**config.mk**
```make
export PLATFORM = sky130hd
export DESIGN_NAME = seg_time_reader
export DESIGN_NICKNAME = d
export VERILOG_FILES = /design/src/rtl/seg_time_reader.sv
export SDC_FILE = /design/constraint.sdc
export NUM_CORES = 1
export LEC_CHECK = 0
export CAP_MARGIN = 20
export CORE_MARGIN = 4
export CORE_UTILIZATION = 45
export CTS_BUF_LIST = sky130_fd_sc_hd__clkbuf_8
export CTS_CLUSTER_SIZE = 16
export DETAILED_ROUTE_END_ITERATION = 7
export DONT_BUFFER_PORTS = 1
export PLACE_DENSITY = 0.56
export REMOVE_ABC_BUFFERS = 1
export SETUP_SLACK_MARGIN = 0.05
export SLEW_MARGIN = 20
export SYNTH_ARGS = -nofsm -noshare
export SYNTH_HDL_FRONTEND = slang
export SYNTH_SLANG_ARGS = --single-unit
```
**constraint.sdc**
```tcl
create_clock -name clk -period 9.6 [get_ports clk]
set_input_delay 0.96 -clock clk [delete_from_list [all_inputs] [get_ports clk]]
set_output_delay 0.96 -clock clk [all_outputs]
set_load 0.01 [all_outputs]
```
**src/rtl/seg_time_reader.sv**
```systemverilog
// Seven-segment readback of the six clock digits: skew filter, BCD decode, change classification and tick interval.
// Optional stall detector enabled by defining STALL_DET_EN.
module seg_time_reader #(
    parameter int unsigned STABLE_CYCLES = 4,
    parameter int unsigned CNT_W         = 32,
    parameter int unsigned STALL_CYCLES  = 50000000
) (
    input  logic             clk,
    input  logic             button_C,
    input  logic [6:0]       seg0,
    input  logic [6:0]       seg1,
    input  logic [6:0]       seg2,
    input  logic [6:0]       seg3,
    input  logic [6:0]       seg4,
    input  logic [6:0]       seg5,
    output logic [7:0]       hh,
    output logic [7:0]       mm,
    output logic [7:0]       ss,
    output logic             time_valid,
    output logic             update,
    output logic [1:0]       evt,
    output logic             err_sticky,
    output logic [CNT_W-1:0] interval,
    output logic             stall
);
    typedef enum logic {EMPTY = 1'b0, TRACK = 1'b1} state_t;

    localparam logic [1:0]       EVT_TICK    = 2'd0;
    localparam logic [1:0]       EVT_MIN_INC = 2'd1;
    localparam logic [1:0]       EVT_CLEAR   = 2'd2;
    localparam logic [1:0]       EVT_ERR     = 2'd3;
    localparam logic [7:0]       STABLE_N    = 8'(STABLE_CYCLES);
    localparam logic [CNT_W-1:0] STALL_LIMIT = CNT_W'(STALL_CYCLES);
    localparam logic [CNT_W-1:0] CNT_ONE     = {{(CNT_W-1){1'b0}}, 1'b1};
    localparam logic [CNT_W-1:0] CNT_MAX     = {CNT_W{1'b1}};

    // Returns {legal, digit}; anything outside the ten glyphs (blank included) is illegal.
    function automatic logic [4:0] dec7(input logic [6:0] p);
        case (p)
            7'b1000000: dec7 = {1'b1, 4'd0};
            7'b1111001: dec7 = {1'b1, 4'd1};
            7'b0100100: dec7 = {1'b1, 4'd2};
            7'b0110000: dec7 = {1'b1, 4'd3};
            7'b0011001: dec7 = {1'b1, 4'd4};
            7'b0010010: dec7 = {1'b1, 4'd5};
            7'b0000010: dec7 = {1'b1, 4'd6};
            7'b1111000: dec7 = {1'b1, 4'd7};
            7'b0000000: dec7 = {1'b1, 4'd8};
            7'b0010000: dec7 = {1'b1, 4'd9};
            default:    dec7 = {1'b0, 4'd0};
        endcase
    endfunction

    function automatic logic [23:0] tick_bcd(input logic [23:0] t);
        logic [23:0] r;
        r = t;
        if (t == 24'h235959) begin
            r = 24'h000000;
        end else if (t[3:0] != 4'd9) begin
            r[3:0] = t[3:0] + 4'd1;
        end else begin
            r[3:0] = 4'd0;
            if (t[7:4] != 4'd5) begin
                r[7:4] = t[7:4] + 4'd1;
            end else begin
                r[7:4] = 4'd0;
                if (t[11:8] != 4'd9) begin
                    r[11:8] = t[11:8] + 4'd1;
                end else begin
                    r[11:8] = 4'd0;
                    if (t[15:12] != 4'd5) begin
                        r[15:12] = t[15:12] + 4'd1;
                    end else begin
                        r[15:12] = 4'd0;
                        if (t[19:16] != 4'd9) begin
                            r[19:16] = t[19:16] + 4'd1;
                        end else begin
                            r[19:16] = 4'd0;
                            r[23:20] = t[23:20] + 4'd1;
                        end
                    end
                end
            end
        end
        return r;
    endfunction

    function automatic logic [7:0] min_inc(input logic [7:0] m);
        if (m == 8'h59) begin
            min_inc = 8'h00;
        end else if (m[3:0] == 4'd9) begin
            min_inc = {m[7:4] + 4'd1, 4'd0};
        end else begin
            min_inc = {m[7:4], m[3:0] + 4'd1};
        end
    endfunction

    logic [41:0]      word_q, prev_q;
    logic [7:0]       stab_q, stab_d;
    logic             diff_s, accept_s;
    logic [4:0]       dd_s;
    logic             all_ok_s, legal_s;
    logic [23:0]      cand_s;
    state_t           state_q, state_d;
    logic [23:0]      time_q, time_d;
    logic             tv_q, tv_d, upd_q, upd_d, err_q, err_d, tick_s;
    logic [1:0]       evt_q, evt_d;
    logic             run_q, run_d;
    logic [CNT_W-1:0] icnt_q, icnt_d, ivl_q, ivl_d;

    // Stability counter: reload on any change, saturate once the pattern has settled.
    always_comb begin
        diff_s = (word_q != prev_q);
        if (diff_s) begin
            stab_d = 8'd1;
        end else if (stab_q < STABLE_N) begin
            stab_d = stab_q + 8'd1;
        end else begin
            stab_d = stab_q;
        end
        accept_s = (stab_d == STABLE_N) && (diff_s || (stab_q != STABLE_N));
    end

    // Decode all six digits of the sampled word and apply the range rules.
    always_comb begin
        dd_s     = 5'd0;
        all_ok_s = 1'b1;
        cand_s   = 24'd0;
        for (int k = 0; k < 6; k++) begin
            dd_s              = dec7(word_q[7*k +: 7]);
            all_ok_s          = all_ok_s & dd_s[4];
            cand_s[4*k +: 4]  = dd_s[3:0];
        end
        legal_s = all_ok_s && (cand_s[7:4] <= 4'd5) && (cand_s[15:12] <= 4'd5) &&
                  ((cand_s[23:20] < 4'd2) || ((cand_s[23:20] == 4'd2) && (cand_s[19:16] <= 4'd3)));
    end

    // Acceptance FSM: load, classify and flag each accepted candidate.
    always_comb begin
        state_d = state_q;
        time_d  = time_q;
        tv_d    = tv_q;
        upd_d   = 1'b0;
        evt_d   = evt_q;
        err_d   = err_q;
        tick_s  = 1'b0;
        if (accept_s) begin
            if (!legal_s) begin
                upd_d = 1'b1;
                evt_d = EVT_ERR;
                err_d = 1'b1;
            end else begin
                case (state_q)
                    EMPTY: begin
                        time_d  = cand_s;
                        tv_d    = 1'b1;
                        upd_d   = 1'b1;
                        evt_d   = (cand_s == 24'h000000) ? EVT_CLEAR : EVT_ERR;
                        state_d = TRACK;
                    end
                    TRACK: begin
                        if (cand_s != time_q) begin
                            time_d = cand_s;
                            upd_d  = 1'b1;
                            if ((cand_s == 24'h000000) && (time_q != 24'h235959)) begin
                                evt_d = EVT_CLEAR;
                            end else if (cand_s == tick_bcd(time_q)) begin
                                evt_d  = EVT_TICK;
                                tick_s = 1'b1;
                            end else if ((cand_s[23:16] == time_q[23:16]) && (cand_s[7:0] == time_q[7:0]) &&
                                         (cand_s[15:8] == min_inc(time_q[15:8]))) begin
                                evt_d = EVT_MIN_INC;
                            end else begin
                                evt_d = EVT_ERR;
                                err_d = 1'b1;
                            end
                        end else begin
                            upd_d = 1'b0;
                        end
                    end
                    default: state_d = EMPTY;
                endcase
            end
        end else begin
            upd_d = 1'b0;
        end
    end

    // Tick interval: the counter only starts running after the first TICK.
    always_comb begin
        ivl_d = ivl_q;
        run_d = run_q;
        if (tick_s) begin
            ivl_d  = run_q ? ((icnt_q == CNT_MAX) ? CNT_MAX : icnt_q + CNT_ONE) : ivl_q;
            icnt_d = {CNT_W{1'b0}};
            run_d  = 1'b1;
        end else if (run_q && (icnt_q != CNT_MAX)) begin
            icnt_d = icnt_q + CNT_ONE;
        end else begin
            icnt_d = icnt_q;
        end
    end

    // State and output registers.
    always_ff @(posedge clk or posedge button_C) begin
        if (button_C) begin
            word_q  <= 42'd0;
            prev_q  <= 42'd0;
            stab_q  <= 8'd0;
            state_q <= EMPTY;
            time_q  <= 24'd0;
            tv_q    <= 1'b0;
            upd_q   <= 1'b0;
            evt_q   <= 2'd0;
            err_q   <= 1'b0;
            run_q   <= 1'b0;
            icnt_q  <= {CNT_W{1'b0}};
            ivl_q   <= {CNT_W{1'b0}};
        end else begin
            word_q  <= {seg5, seg4, seg3, seg2, seg1, seg0};
            prev_q  <= word_q;
            stab_q  <= stab_d;
            state_q <= state_d;
            time_q  <= time_d;
            tv_q    <= tv_d;
            upd_q   <= upd_d;
            evt_q   <= evt_d;
            err_q   <= err_d;
            run_q   <= run_d;
            icnt_q  <= icnt_d;
            ivl_q   <= ivl_d;
        end
    end

`ifdef STALL_DET_EN
    logic [CNT_W-1:0] scnt_q, scnt_d;
    logic             stall_q, stall_d;

    // Stall counter runs while tracking and restarts on every update.
    always_comb begin
        if (upd_d) begin
            scnt_d = {CNT_W{1'b0}};
        end else if ((state_q == TRACK) && (scnt_q < STALL_LIMIT)) begin
            scnt_d = scnt_q + CNT_ONE;
        end else begin
            scnt_d = scnt_q;
        end
        stall_d = !upd_d && (state_q == TRACK) && (scnt_d >= STALL_LIMIT);
    end

    // Stall registers.
    always_ff @(posedge clk or posedge button_C) begin
        if (button_C) begin
            scnt_q  <= {CNT_W{1'b0}};
            stall_q <= 1'b0;
        end else begin
            scnt_q  <= scnt_d;
            stall_q <= stall_d;
        end
    end

    assign stall = stall_q;
`else
    logic [CNT_W-1:0] unused_stall_limit_s;
    assign unused_stall_limit_s = STALL_LIMIT;
    assign stall = 1'b0;
`endif

    assign hh         = time_q[23:16];
    assign mm         = time_q[15:8];
    assign ss         = time_q[7:0];
    assign time_valid = tv_q;
    assign update     = upd_q;
    assign evt        = evt_q;
    assign err_sticky = err_q;
    assign interval   = ivl_q;
endmodule

```
==> results of run 1 <==
[cell usage after synthesis, types with 7 or more instances]
cell      count
a211oi_1      9
a21o_1        7
a21oi_1      59
a31oi_1      11
a41oi_1      28
and2_1       18
and3_1       24
and3b_1       7
and4_1        7
buf_2        19
clkbuf_1     46
dfrtp_1     187
ha_1         13
inv_1        32
mux2_2        7
mux2i_1      12
nand2_1      85
nand3_1      27
nand3b_1     12
nand4_1      21
nand4b_1      7
nor2_1       93
nor3_1       29
nor3b_1       8
nor4_1       35
nor4b_1      11
o21a_1        8
o21ai_0      45
or2_2        13
or3_1        14
or4_1        10
xnor2_1      47
xor2_1       88
[stage by stage]
stage | cells | utilization (%) | hold WS (ns) | worst slack [ns]
after floorplan | 1067 | - | 0.443 | 3.55
after global placement | 1394 | 46.5 | 0.469 | 5.04
after detailed placement | 1396 | 46.6 | 0.467 | 5.09
after CTS | 1428 | 48.3 | 0.467 | 5.07
after global routing | 1428 | 48.3 | 0.458 | 4.71
final | 1428 | 48.3 | 0.453 | 5.01
[registers in the layout, indices dropped and copies added (netlist names)]
name / count
err_sticky: 1
time_valid: 1
run_q: 1
state_q: 1
icnt_q: 32
interval: 32
evt: 2
prev_q: 42
stab_q: 8
update: 1
word_q: 42
time_q: 24
[worst reg2reg max path, stage by stage, from the launching register on]
cell       delay (ns)
dfrtp_1          0.59
xor2_1           0.25
nor4_1           0.64
nand3_1          0.24
nor3_1           0.55
o211ai_1         0.38
nand4bb_1        0.54
nor3_4           0.23
buf_4            0.36
and3_1           0.21
buf_4            0.35
or2_2            0.18
[final timing paths]
check                                startpoint                     to  slack [ns]
min reg2reg                 stab_q[6]$_DFF_PP0_    stab_q[6]$_DFF_PP0_        0.50
max in group asynchronous              button_C  time_q[2]$_DFFE_PP0P_        7.81
max                        word_q[20]$_DFF_PP0_      run_q$_DFFE_PP0P_        5.01
min                                    button_C   word_q[17]$_DFF_PP0_        0.45
min in group clk                        seg1[3]   word_q[10]$_DFF_PP0_        0.50
max reg2reg                word_q[20]$_DFF_PP0_      run_q$_DFFE_PP0P_        5.01
[power by group through the flow]
stage	sequential [mW]	clock (mW)	combinational, mW
after CTS	0.836	0.569	0.0946
final	0.837	0.549	0.0944
after detailed placement	0.852	0	0.0938
after floorplan	0.842	0	0.0673
after global placement	0.852	0	0.0946
after global routing	0.842	0.597	0.105
[per-layer routing]
layer	vias to the layer above	GRT usage [%]	part of all wire, %
met5	-	0	0
met2	272	32.7	43
met3	45	4.91	6.7
met4	0	5.49	1.7
li1	4037	-	-
met1	4116	33.8	48
[cell type report]
| class | instances | share of cell area, % |
|---|---|---|
| inverters | 32 | 1.12 |
| clock inverters | 15 | 1.57 |
| well taps | 319 | 3.52 |
| repair buffers | 10 | 0.728 |
| clock buffers | 17 | 2.06 |
| flip-flops and latches | 187 | 41.2 |
| multi-input cells | 848 | 49.8 |
[kinds of logic after synthesis]
family	synth area share (%)
and+or+nand+nor	24.2
other	0.0349
muxes	1.85
adders and majority gates	1.51
AOI/OAI and AO/OA	13.7
DFF	43.5
xor gates and xnor gates	11.0
buffers and inverters	4.14
==> results.ini, run 1 <==
[sta]
fmax_mhz=218
fin_crit_sh_pct=47.8
maxSlewHeadroom_pct=33.5
worstMarginPinSlew_ns=0.998
final_hold_viol_count=0
drv_slew=0
rsz0062_at_grt=false
setup_tns_ns=0
finClkSkew_ns=0.0184
period_needed_ns=4.59
setup_viol=0

[synthesis]
ys_ff_latch=187
yosys-top-cells-area=dfrtp_1 (44%), xor2_1 (7.2%), xnor2_1 (3.8%)
synth-main-ff-cell=dfrtp_1
synth_area_leader_cell=dfrtp_1
async_reset_ff_share_pct=100
ys_warn_count=0
ys_types=89
syn_area_sq_um=10800
synth_edf_count=0
synth_top_area_share_pct=43.5
postSynthCellCount=1139
syn_area_per_cell_sq_um=9.44
seq_area_frac_synth_pct=43.5

[pwr]
p_per_area_nw_per_um2=130
p_int_mw=1.06
clock_power_share_pct=37.1
leakage_nw=4.71
vdd_drop_max_mv=0.0705
comb_power_share_pct=6.4
finalPower_mw=1.48
seq_power_share_pct=56.5
switching_share_pct=28.4
switchingPower_uw=421

[cells_and_area]
layout_common_cells=dfrtp_1 (187), nor2_1 (93), xor2_1 (88)
fillCellCount=2198
multi_input_comb_area_sq_um=5650
finalInstanceArea_sq_um=11300
syn_to_final_growth_pct=5.49
layout-drive-gt1-share_pct=7.30
final_nets=1153
layout_commonest_cell=dfrtp_1
seqCellArea_sq_um=4680
diodes=0

[clock_tree]
path_clk_slew_ns=0.11
htree_levels=4
cts_buffer_depth=2
cts.sinks=187
root_buffer=clkbuf_8
clk_latency_ns=0.48
post_cts_resized=0
postCtsSetupBuffers=0
postCtsHoldBufs=0
cts_buffers=17
cts_tree=done

[routing]
vias=8470
drc=0
wl_mm=29.1
drtAntennaViolNets=0
wl_per_cell_microns=20.4
drt_iter0_markers=767
dr.pass1.iters=5
avgViaCountPerCell=5.93

[status]
status=complete, no violations

[grt]
grt_pass1_vias=8046
overflow=0
grt_max_degree=128
track_usage_pct=22.3
antenna_found_initial=0
grt_pass1_wl_mm=46.4

[setup_path]
slowest_delay_ns=0.64
path_class=flop to flop
critPathLaunchType=flop
path_depth=11
path_buf_inv=2
r2r_cells=11
critPathMaxFanout=33
timing.critical_path.mode_cell=buf_4
worst_setup_path_end_kind=flop
crit_path_cell_trace=xor2_1, nor4_1, nand3_1, nor3_1, o211ai_1, nand4bb_1, nor3_4, buf_4, and3_1, buf_4, or2_2
cp.arrival_ns=5.00
required_ns=10.02
crit_path_top_delay_cell=nor4_1
crit_family=simple AND/OR/NAND/NOR gates

[placed_design]
port_buffers=0
hpwl_mm=20.8
placed_cell_area_sq_um=10900
place_congestion=0.920

[die]
fp.coreArea_sq_um=23500
fp.dieH_microns=163
fp.dieW_microns=163
initial_utilization_pct=45.8
fp-row-count=56
die_area_sq_um=26400
pin_count=106

[worst_hold_path]
hp-class=primary input to asynchronous set/reset pin

[run]
maxCapViolCount=0

No activity file was read; power rests on OpenSTA's default activity.
==> run 2, diff against run 1 <==
--- a/config.mk
+++ b/config.mk
@@ -12,7 +12,7 @@
 export CTS_CLUSTER_SIZE = 16
 export DETAILED_ROUTE_END_ITERATION = 7
 export DONT_BUFFER_PORTS = 1
-export PLACE_DENSITY = 0.56
+export PLACE_DENSITY = 0.58
 export REMOVE_ABC_BUFFERS = 1
 export SETUP_SLACK_MARGIN = 0.05
 export SLEW_MARGIN = 20
==> constraint.sdc (replaced) <==
create_clock -name clk -period 4.2 [get_ports clk]
set_input_delay 0.42 -clock clk [delete_from_list [all_inputs] [get_ports clk]]
set_output_delay 0.42 -clock clk [all_outputs]
set_load 0.01 [all_outputs]
==> run 2 against run 1 <==
Clock skew is 0.0067 ns higher; final area grew 6.4%; largest cell class unchanged; worst setup slack worse by 4.7 ns; sequential share of layout area is 2.5 points lower; cell count is 5.4% higher; clock power is 130% higher; critical endpoint is now interval[14]$_DFFE_PP0P_; highest routed layer unchanged; critical path type unchanged.
==> results.ini, run 2 (same netlist as run 1, synthesis figures left out) <==
[cells_and_area]
layout_commonest_cell=dfrtp_1
finalInstanceArea_sq_um=12100
diodes=0
syn_to_final_growth_pct=12.2
reg_top3=prev_q: 42 flops, word_q: 42 flops
final_nets=1230
layout-drive-gt1-share_pct=9.87
final_cells=1505
layout_common_cells=dfrtp_1 (187), nor2_1 (93), xor2_1 (88)
utilization_pct=51.4

[sta]
maxSlewHeadroom_pct=40.3
fin_crit_sh_pct=92.1
period_needed_ns=3.87
rsz0062_at_grt=false
drv_slew=0
hold_ws_ns=0.485
finClkSkew_ns=0.0251
final_hold_viol_count=0
fmax_mhz=258
setup_viol=0
worstMarginPinSlew_ns=0.888

[setup_path]
critPathLaunchType=flop
crit_family=simple AND/OR/NAND/NOR gates
required_ns=4.60
path_class=flop to flop
crit_path_cell_trace=nor4bb_2, buf_4, and4_1, mux2i_1, xor2_1, nand4_1, or4_1, nor4_4, buf_6, nand4_2, a21oi_1
critPathMaxFanout=26
cp.arrival_ns=4.27
path_buf_inv=2
worst_setup_path_end_kind=flop
slowest_delay_ns=0.58
crit_path_top_delay_cell=or4_1

[clock_tree]
root_buffer=clkbuf_8
cts_buffer_depth=2
path_clk_slew_ns=0.12
htree_levels=4
cts_tree=done
clk_latency_ns=0.48
cts.sinks=187
cts_buffers=17

[grt]
track_usage_pct=22.7
antenna_found_initial=0
overflow=0
grt_pass1_vias=8250
grt_max_degree=115
grt_pass1_wl_mm=47.5

[die]
fp.dieW_microns=163
fp.dieH_microns=163
pin_count=106
die_area_sq_um=26400
fp.coreArea_sq_um=23500
fp-row-count=56
initial_utilization_pct=45.8

[pwr]
leakage_nw=5.07
p_per_area_nw_per_um2=285
vdd_drop_max_mv=0.210

[status]
status=complete, no violations

[placed_design]
dpl.cell_count=1430
placed_cell_area_sq_um=11200
hpwl_mm=21.0
place_congestion=0.908
port_buffers=0

[routing]
top_layer=met4
drc=0
drtAntennaViolNets=0
wl_per_cell_microns=19.6
drt-met1-wl_mm=14.5
avgViaCountPerCell=5.85
dr_wl_met3_mm=2.13
wl_met2_mm=12.5
vias=8797
wl_mm=29.5
dr.pass1.iters=5
drt_iter0_markers=750

[worst_hold_path]
hp-class=primary input to flop

[run]
maxCapViolCount=0

## run 2: cell types whose count changed in the layout (fill, tap and decap cells not counted), sizes merged
| cell | delta |
|---|---|
| clkinvlp | +1 |
| inv | -1 |
| dlygate4sd3 | +43 |
| buf | +34 |
## run 2: layer usage
| metal | global-route usage, % | vias to the layer above |
|---|---|---|
| met4 | 5.18 | 0 |
| li1 | - | 4182 |
| met2 | 32.0 | 278 |
| met5 | 0 | - |
| met1 | 35.3 | 4316 |
| met3 | 5.47 | 21 |
## run 2: stage by stage
step / setup WS (ns) / total power, mW / TNS [ns]
2_1_floorplan: -1.31 / 2.08 / -287.61
3_3_place_gp: 0.286 / 2.17 / 0
3_5_place_dp: 0.293 / 2.17 / 0
4_1_cts: 0.255 / 3.48 / 0
5_1_grt: 0.0675 / 3.59 / 0
6_report: 0.330 / 3.44 / 0
## run 2: area by class of cell
type / count / area [sq um]
Inverter: 32 / 128
Fill cell: 2157 / 11400
Tap cell: 319 / 399
Clock inverter: 15 / 176
Timing Repair Buffer: 87 / 802
Sequential cell: 187 / 4680
Multi-Input combinational cell: 848 / 5660
Clock buffer: 17 / 234
## run 2: path summary, 6_finish.rpt
kind	start	endpoint	slack, ns	cells past startpoint
max	time_q[5]$_DFFE_PP0P_	interval[14]$_DFFE_PP0P_	0.33	11
min	seg3[2]	word_q[23]$_DFF_PP0_	0.48	1
max in group asynchronous	button_C	time_q[2]$_DFFE_PP0P_	2.60	3
min reg2reg	stab_q[6]$_DFF_PP0_	stab_q[6]$_DFF_PP0_	0.48	1
min in group asynchronous	button_C	word_q[17]$_DFF_PP0_	0.57	2
max reg2reg	time_q[5]$_DFFE_PP0P_	interval[14]$_DFFE_PP0P_	0.33	11
## run 2: timing repair
action | in CTS | in global routing
endpoints found under the setup margin | 0 | 22
buffers inserted | 0 | 0
hold buffers | 43 | 0
hold endpoints to repair | 147 | 0
resized for setup | 0 | 4
## run 2: power by group
part           switching, mW  leakage, nW  internal (mW)  total, mW
Combinational          0.155         2.45          0.107      0.262
Clock                  0.769        0.207          0.504       1.27
Sequential            0.0670         2.41           1.84       1.91
